File: src/rtl/button_pio_pkg.sv
// Shared constants for the button PIO: register word addresses and
// the debounce counter sizing helper.
package button_pio_pkg;

  localparam logic [1:0] REG_DATA = 2'd0;
  localparam logic [1:0] REG_MASK = 2'd1;
  localparam logic [1:0] REG_ECAP = 2'd2;
  localparam logic [1:0] REG_ESEL = 2'd3;

  // Counter only has to reach DEBOUNCE_CYCLES-1; keep at least one bit.
  function automatic int cnt_width(input int n);
    return ($clog2(n) < 1) ? 1 : $clog2(n);
  endfunction

endpackage

File: src/rtl/button_debounce.sv
// One button channel: optional inversion, 2-flop synchroniser, debounce
// counter and the accepted level plus its one-cycle-delayed copy.
module button_debounce
  import button_pio_pkg::*;
#(
  parameter int DEBOUNCE_CYCLES = 50000,
  parameter bit ACTIVE_LOW      = 1'b1
) (
  input  logic clk,
  input  logic reset,
  input  logic raw,
  output logic stable,
  output logic stable_d
);

  localparam int CW = cnt_width(DEBOUNCE_CYCLES);
  localparam logic [CW-1:0] CNT_LAST = CW'(DEBOUNCE_CYCLES - 1);

  logic          level;
  logic          sync1;
  logic          s;
  logic [CW-1:0] cnt;

  assign level = ACTIVE_LOW ? ~raw : raw;

  // A new level is accepted only after DEBOUNCE_CYCLES consecutive
  // disagreeing samples; any agreeing sample restarts the count.
  always_ff @(posedge clk or posedge reset) begin
    if (reset) begin
      sync1    <= 1'b0;
      s        <= 1'b0;
      cnt      <= '0;
      stable   <= 1'b0;
      stable_d <= 1'b0;
    end else begin
      sync1    <= level;
      s        <= sync1;
      stable_d <= stable;
      if (s == stable) begin
        cnt <= '0;
      end else if (cnt == CNT_LAST) begin
        stable <= s;
        cnt    <= '0;
      end else begin
        cnt <= cnt + 1'b1;
      end
    end
  end

endmodule

File: src/rtl/button_pio_irq.sv
// Avalon-MM button/key PIO with per-channel debounce, selectable edge
// capture (sticky, write-1-to-clear) and a maskable level interrupt.
module button_pio_irq
  import button_pio_pkg::*;
#(
  parameter int N_CH            = 4,
  parameter int DEBOUNCE_CYCLES = 50000,
  parameter bit ACTIVE_LOW      = 1'b1
) (
  input  logic            clk,
  input  logic            reset,
  input  logic [N_CH-1:0] btn_in,
  input  logic [1:0]      avs_address,
  input  logic            avs_read,
  input  logic            avs_write,
  input  logic [31:0]     avs_writedata,
  output logic [31:0]     avs_readdata,
  output logic            irq
);

  logic [N_CH-1:0] stable;
  logic [N_CH-1:0] stable_d;
  logic [N_CH-1:0] rise;
  logic [N_CH-1:0] fall;
  logic [N_CH-1:0] ev;
  logic [N_CH-1:0] irq_mask;
  logic [N_CH-1:0] edge_cap;
  logic [N_CH-1:0] edge_sel;
  logic [N_CH-1:0] wdata;
  logic [N_CH-1:0] w1c;
  logic [31:0]     rd_mux;
  logic            unused_wdata;

  for (genvar i = 0; i < N_CH; i++) begin : g_ch
    button_debounce #(
      .DEBOUNCE_CYCLES(DEBOUNCE_CYCLES),
      .ACTIVE_LOW     (ACTIVE_LOW)
    ) u_deb (
      .clk     (clk),
      .reset   (reset),
      .raw     (btn_in[i]),
      .stable  (stable[i]),
      .stable_d(stable_d[i])
    );
  end

  assign rise  = stable & ~stable_d;
  assign fall  = ~stable & stable_d;
  assign ev    = (edge_sel & fall) | (~edge_sel & rise);
  assign wdata = avs_writedata[N_CH-1:0];
  assign w1c   = (avs_write && avs_address == REG_ECAP) ? wdata : '0;
  assign unused_wdata = ^avs_writedata;

  always_comb begin
    rd_mux = '0;
    case (avs_address)
      REG_DATA: rd_mux = 32'(stable);
      REG_MASK: rd_mux = 32'(irq_mask);
      REG_ECAP: rd_mux = 32'(edge_cap);
      REG_ESEL: rd_mux = 32'(edge_sel);
      default:  rd_mux = '0;
    endcase
  end

  // Capture is applied after the clear so a same-cycle event is never lost.
  always_ff @(posedge clk or posedge reset) begin
    if (reset) begin
      irq_mask     <= '0;
      edge_cap     <= '0;
      edge_sel     <= '0;
      avs_readdata <= '0;
      irq          <= 1'b0;
    end else begin
      edge_cap <= (edge_cap & ~w1c) | ev;
      if (avs_write && avs_address == REG_MASK) irq_mask <= wdata;
      if (avs_write && avs_address == REG_ESEL) edge_sel <= wdata;
      if (avs_read) avs_readdata <= rd_mux;
      irq <= |(edge_cap & irq_mask);
    end
  end

endmodule

File: config.mk
export PLATFORM = sky130hd
export DESIGN_NAME = button_pio_irq
export DESIGN_NICKNAME = d
export VERILOG_FILES = /design/src/rtl/button_pio_pkg.sv /design/src/rtl/button_debounce.sv /design/src/rtl/button_pio_irq.sv
export SDC_FILE = /design/constraint.sdc
export NUM_CORES = 1
export LEC_CHECK = 0
export BUFFER_PORTS_ARGS = -buffer_cell sky130_fd_sc_hd__buf_4
export CAP_MARGIN = 0
export CORE_MARGIN = 2
export CORE_UTILIZATION = 25
export DETAILED_ROUTE_END_ITERATION = 12
export HOLD_SLACK_MARGIN = 0.05
export RECOVER_POWER = 25
export SLEW_MARGIN = 5
export SYNTH_ARGS = -nofsm -noshare
export SYNTH_HDL_FRONTEND = slang
export SYNTH_HIERARCHICAL = 1
export SYNTH_SLANG_ARGS = --single-unit
File: constraint.sdc
create_clock -name clk -period 2.4 [get_ports clk]
set_input_delay 0.12 -clock clk [delete_from_list [all_inputs] [get_ports clk]]
set_output_delay 0.12 -clock clk [all_outputs]
set_load 0.1 [all_outputs]
=== After elaboration in Yosys (flattened, before gate mapping) ===
Cells that the tools add are included.

* Bits in registers: 125
* Latch bits: 0
* RAM bits: 0
* ROM bits: 0
* Input bits: 42
* Output and inout bits: 33
* Memories: 0

* Add/subtract/negate cells: 4
* Multipliers: 0
* Div/mod/pow operators: 0
* Magnitude comparators: 0
* Eq/ne operators: 11
* Shift operators: 0
* Mux-type cells: 10
* Bitwise logic cells: 20
* Reduce and logical (&&, ||, !) cells: 9

{| class="wikitable"
|+ Operator list
! operator !! number
|-
| $mux W16 || 8
|-
| $pmux W32 S4 || 1
|-
| $add A16 B1 Y16 const B || 4
|-
| $eq A16 B16 Y1 const B || 4
|-
| $and A4 B4 Y4 || 6
|-
| $not A4 Y4 || 4
|-
| $not A1 Y1 || 8
|-
| $or A4 B4 Y4 || 2
|-
| $reduce_and A2 Y1 || 4
|-
| $eq A1 B1 Y1 || 4
|-
| $eq A2 B2 Y1 const B || 2
|-
| $mux W4 || 1
|-
| $reduce_or A4 Y1 || 1
|-
| $logic_and A1 B1 Y1 || 3
|-
| $eq A2 B1 Y1 const B || 1
|-
| $logic_not A2 Y1 || 1
|}

=== Longest topological paths before layout ===
* Depth in word-level cells: 6
* Gate-level depth with buffers: 7

=== By module ===
The synthesis kept the hierarchy.

{| class="wikitable"
|+ By module, submodules not included
! module !! times used !! cells each !! area an instance (um2) !! seq. area each (um2)
|-
| button_debounce || 4 || 89 || 1,011.0 || 500.5
|-
| button_pio_irq || 1 || 95 || 1,059.8 || 425.4
|}

=== Worst setup path after synthesis ===
Ideal clock, no wire load.

* Kind: flip-flop to flip-flop
* From: register g_ch[0].u_deb.cnt[0]
* To: register g_ch[0].u_deb.stable
* Setup time: 0.125 ns
* Arrival: 1.378 ns
* Data required time: 2.275 ns
* Path slack: 0.898 ns
* Stages on the path, launching flop included: 6
* Path buffers: 1
* Clock period less this slack: 1.502 ns
* Path through: dfrtp_1 -> ha_1 -> and3_1 -> buf_4 -> nand4_2 -> mux2_2

* Longest elaborated chain between the ends: 2

{| class="wikitable"
|+ Ends and longest elaborated chain
! item !! line !! RTL
|-
| start: declaration || button_debounce.sv:22 || <nowiki>logic [CW-1:0] cnt;</nowiki>
|-
| start signal: assignment || button_debounce.sv:45 || <nowiki>cnt <= cnt + 1'b1;</nowiki>
|-
| $eq A16 B16 Y1 || button_debounce.sv:41 || <nowiki>end else if (cnt == CNT_LAST) begin</nowiki>
|-
| $reduce_and A2 Y1 (no source line) || - ||
|-
| end signal: assignment || button_debounce.sv:42 || <nowiki>stable <= s;</nowiki>
|-
| end: declaration || button_debounce.sv:12 || <nowiki>output logic stable,</nowiki>
|}

No other way between the ends.
A chain may end at the register's enable or synchronous reset.

=== Worst setup path in the final report ===
* From: register avs_readdata[2]
* To: output port avs_readdata[2]

{| class="wikitable"
|+ RTL lines
! item !! line !! RTL
|-
| start: declaration || button_pio_irq.sv:17 || <nowiki>output logic [31:0] avs_readdata,</nowiki>
|-
| start signal: assignment || button_pio_irq.sv:77 || <nowiki>if (avs_read) avs_readdata <= rd_mux;</nowiki>
|}

No word-level cell between the ends.

==> results.cfg <==
[finish]
multi_input_area_sq_um = 2360
fillCellCount = 2076
layout.cells.non_filler = 746
postLayoutCellArea_sq_um = 5650
regArea_sq_um = 2430
design.final.nets = 517
area.growth.synth_to_final_pct = 10.8
mostFrequentLayoutCell = dfrtp_1
antenna_cells = 0
final_cell_mix = dfrtp_1 (97), nor2_1 (60), xnor2_1 (36)
layout-drive-gt1-share_pct = 17.2
final_core_utilization_pct = 28.1

[floorplan]
num_rows = 52
die-width_um = 147
ios = 75
design.die.area_sq_um = 21600
die_h_um = 147
start_util_pct = 25.4
floorplan.core_area_sq_um = 20100

[yosys]
synthesis.area_per_instance_sq_um = 11.3
synthSimpleGateAreaFrac_pct = 26.9
combinational_family_with_the_most_area_after_synthesis = simple AND/OR/NAND/NOR gates
syn_inst = 451
synth.yosys.seq_area_share_pct = 47.6
synthMuxAreaShare_pct = 4.22
synthXorXnorAreaFrac_pct = 10.3
synth_cell_type_count = 38
synth_fa_ha_area_share_pct = 0.981
synth_compound_gate_area_share_pct = 1.69
count_of_synthesis_stage_warnings_from_yosys = 6
netlist_area_sq_um = 5100
yosys_register_bits = 97

[timing]
timing.final.crit_share_pct = 72.0
max_freq_mhz = 579
setup_repair_after_global_routing_missed_its_margin = false
fin_worst_setup_slack_ns = 0.673
worst_slew_pin_slew_ns = 1.24
final_hold_viol_count = 0
max_slew_margin_pct = 17.6
finalSetupViolCount = 0
fin_worst_hold_slack_ns = 0.123
timing.clock.skew_ns = 0.00736
fin_crit_ns = 1.73
setup-tns-final_ns = 0
report.final.slew_viol_count = 0

[clocking]
cts.repair_timing.setup_buffer_count = 0
cts-root-to-sink-buffers = 2
maximum_level_of_the_cts_h_tree = 3
cts-buffers-inserted = 9
clock_sinks = 97
cts_root_buffer = clkbuf_16
tritoncts = built
worst_setup_hold_path_clk_slew_ns = 0.07
worstSkewPairLatency_ns = 0.35

[grt]
grt_remaining_overflow = 0
global_route_wire_length_before_repair_um = 15100
antenna_found_initial = 0
grt_pass1_vias = 2989
globalRouteTotalUtil_pct = 8.75
largest_net_degree_at_the_start_of_global_routing = 21

[pwr]
vdd_ir_drop_max_mv = 0.322
power_density_nw_per_um2 = 632
power_mw = 3.57
leakage_dissipation_nw = 2.42

[placement]
routabilityCongestion = 0.729
placement.setup.worst_slack_ns = 0.684
place.port_buffers = 18
placed_cell_area_sq_um = 5310
dp_hpwl_um = 5940
place.detailed.instances = 721

[setup_path]
timing.critical_path.buf_inv = 1
setup.worst_path.start_class = register
cp-end-kind = primary output
worst-endpoint-required_ns = 2.28
cp_top_family = buffers and inverters
worst-endpoint-arrival_ns = 1.61
critPathKind = reg -> out
timing.critical_path.slowest_cell_delay_ns = 0.91
critPathSlowestCell = clkbuf_1
max_fo_critical_path = 2
crit_path_cell_trace = clkbuf_1

[run_status]
outcome = finished, final reports clean

[detailed_routing]
detail_route.first_pass.iterations = 4
routed_via_density = 4.14
drt_drc_violations_left = 0
routed-via-count = 3091
detail_route.iter0.violations = 177
avgRoutedWirePerCell_um = 11.6
antenna_left = 0
wire_length_after_detailed_routing_um = 8630

[run]
max-cap-violations = 0

[hold_path]
timing.hold.worst.class = in -> reg
==> registers in the layout (all words and copies together), names as in the netlist <==
name	flops
avs_readdata	4
edge_cap	4
edge_sel	4
g_ch.u_deb/cnt	64
g_ch.u_deb/s	4
g_ch.u_deb/stable	4
g_ch.u_deb/stable_d	4
g_ch.u_deb/sync1	4
irq	1
irq_mask	4
==> final timing paths <==
check	depth (start not counted)	startpoint	end	slack, ns
worst max-delay path	1	avs_readdata[2]$_DFFE_PP0P_	avs_readdata[2]	0.67
max in group asynchronous	3	reset	g_ch[2].u_deb/stable$_DFFE_PP0P_	1.34
worst min register to register	0	g_ch[2].u_deb/sync1$_DFF_PP0_	g_ch[2].u_deb/s$_DFF_PP0_	0.35
worst min-delay path	3	avs_read	avs_readdata[3]$_DFFE_PP0P_	0.12
worst max register to register	5	g_ch[1].u_deb/cnt[0]$_DFF_PP0_	g_ch[1].u_deb/cnt[3]$_DFF_PP0_	0.71
min in group asynchronous	3	reset	edge_sel[1]$_DFFE_PP0P_	0.52
==> routing by layer <==
metal	part of all wire, %	track usage [%]	up-vias
li1	-	-	1555
met1	52	12.6	1484
met2	42	12.0	43
met3	4.5	3.29	9
met4	1.8	2.91	0
met5	0	0	-
==> cell usage after synthesis <==
cell type	n	area share, %
dfrtp_1	97	48
nor2_1	60	4.4
buf_4	36	5.3
xnor2_1	36	6.2
xor2_1	24	4.1
nand3_1	21	2.1
nand4_1	20	2.5
inv_1	13	0.96
mux2_2	12	2.6
nor4_2	12	2.9
buf_6	9	2.0
and3_1	8	0.98
mux2i_1	8	1.6
nor2_2	8	0.98
nor3_1	8	0.78
nand2_1	6	0.44
nand2b_1	5	0.61
and2_1	4	0.49
and3_2	4	0.59
and4_1	4	0.69
and4bb_1	4	0.98
ha_1	4	0.98
nand2_2	4	0.49
nand3_4	4	1.4
nand4_2	4	0.98
nand4_4	4	1.7
nand4b_1	4	0.69
nor3b_1	4	0.59
nor4b_2	4	1.2
nor4bb_1	4	0.78
o221ai_1	4	0.69
a211o_1	3	0.51
and3b_1	3	0.51
a22oi_1	2	0.29
a221o_1	1	0.20
conb_1	1	0.073
nand3b_1	1	0.15
nor2b_1	1	0.12
==> power by group <==
group,leakage (nW),internal (mW),switching (mW)
Clock,0.139,0.760,0.613
Sequential,1.31,1.69,0.0538
Combinational,0.973,0.0850,0.369
==> cell families after synthesis <==
family          after synthesis
simple gates                201
flops                        97
xor+xnor                     60
buf+inv                      58
mux                          20
compound gates               10
fa+ha+maj                     4
other cells                   1
==> area by class of cell <==
class	count	share of cell area [%]
timing repair buffer	27	3.52
clock inverter	4	0.465
multi-input combinational	323	41.7
inverter	13	0.863
clock buffer	12	4.54
sequential	97	42.9
tap	270	5.98
==> what timing repair did <==
| action | 4_1_cts | 5_1_grt |
|---|---|---|
| hold buffers | 9 | 0 |
| endpoints found under the setup margin | 0 | 0 |
| gates resized for setup | 0 | 0 |
| endpoints found under the hold margin | 109 | 0 |
Note: power is estimated with default switching activity, not from simulation.
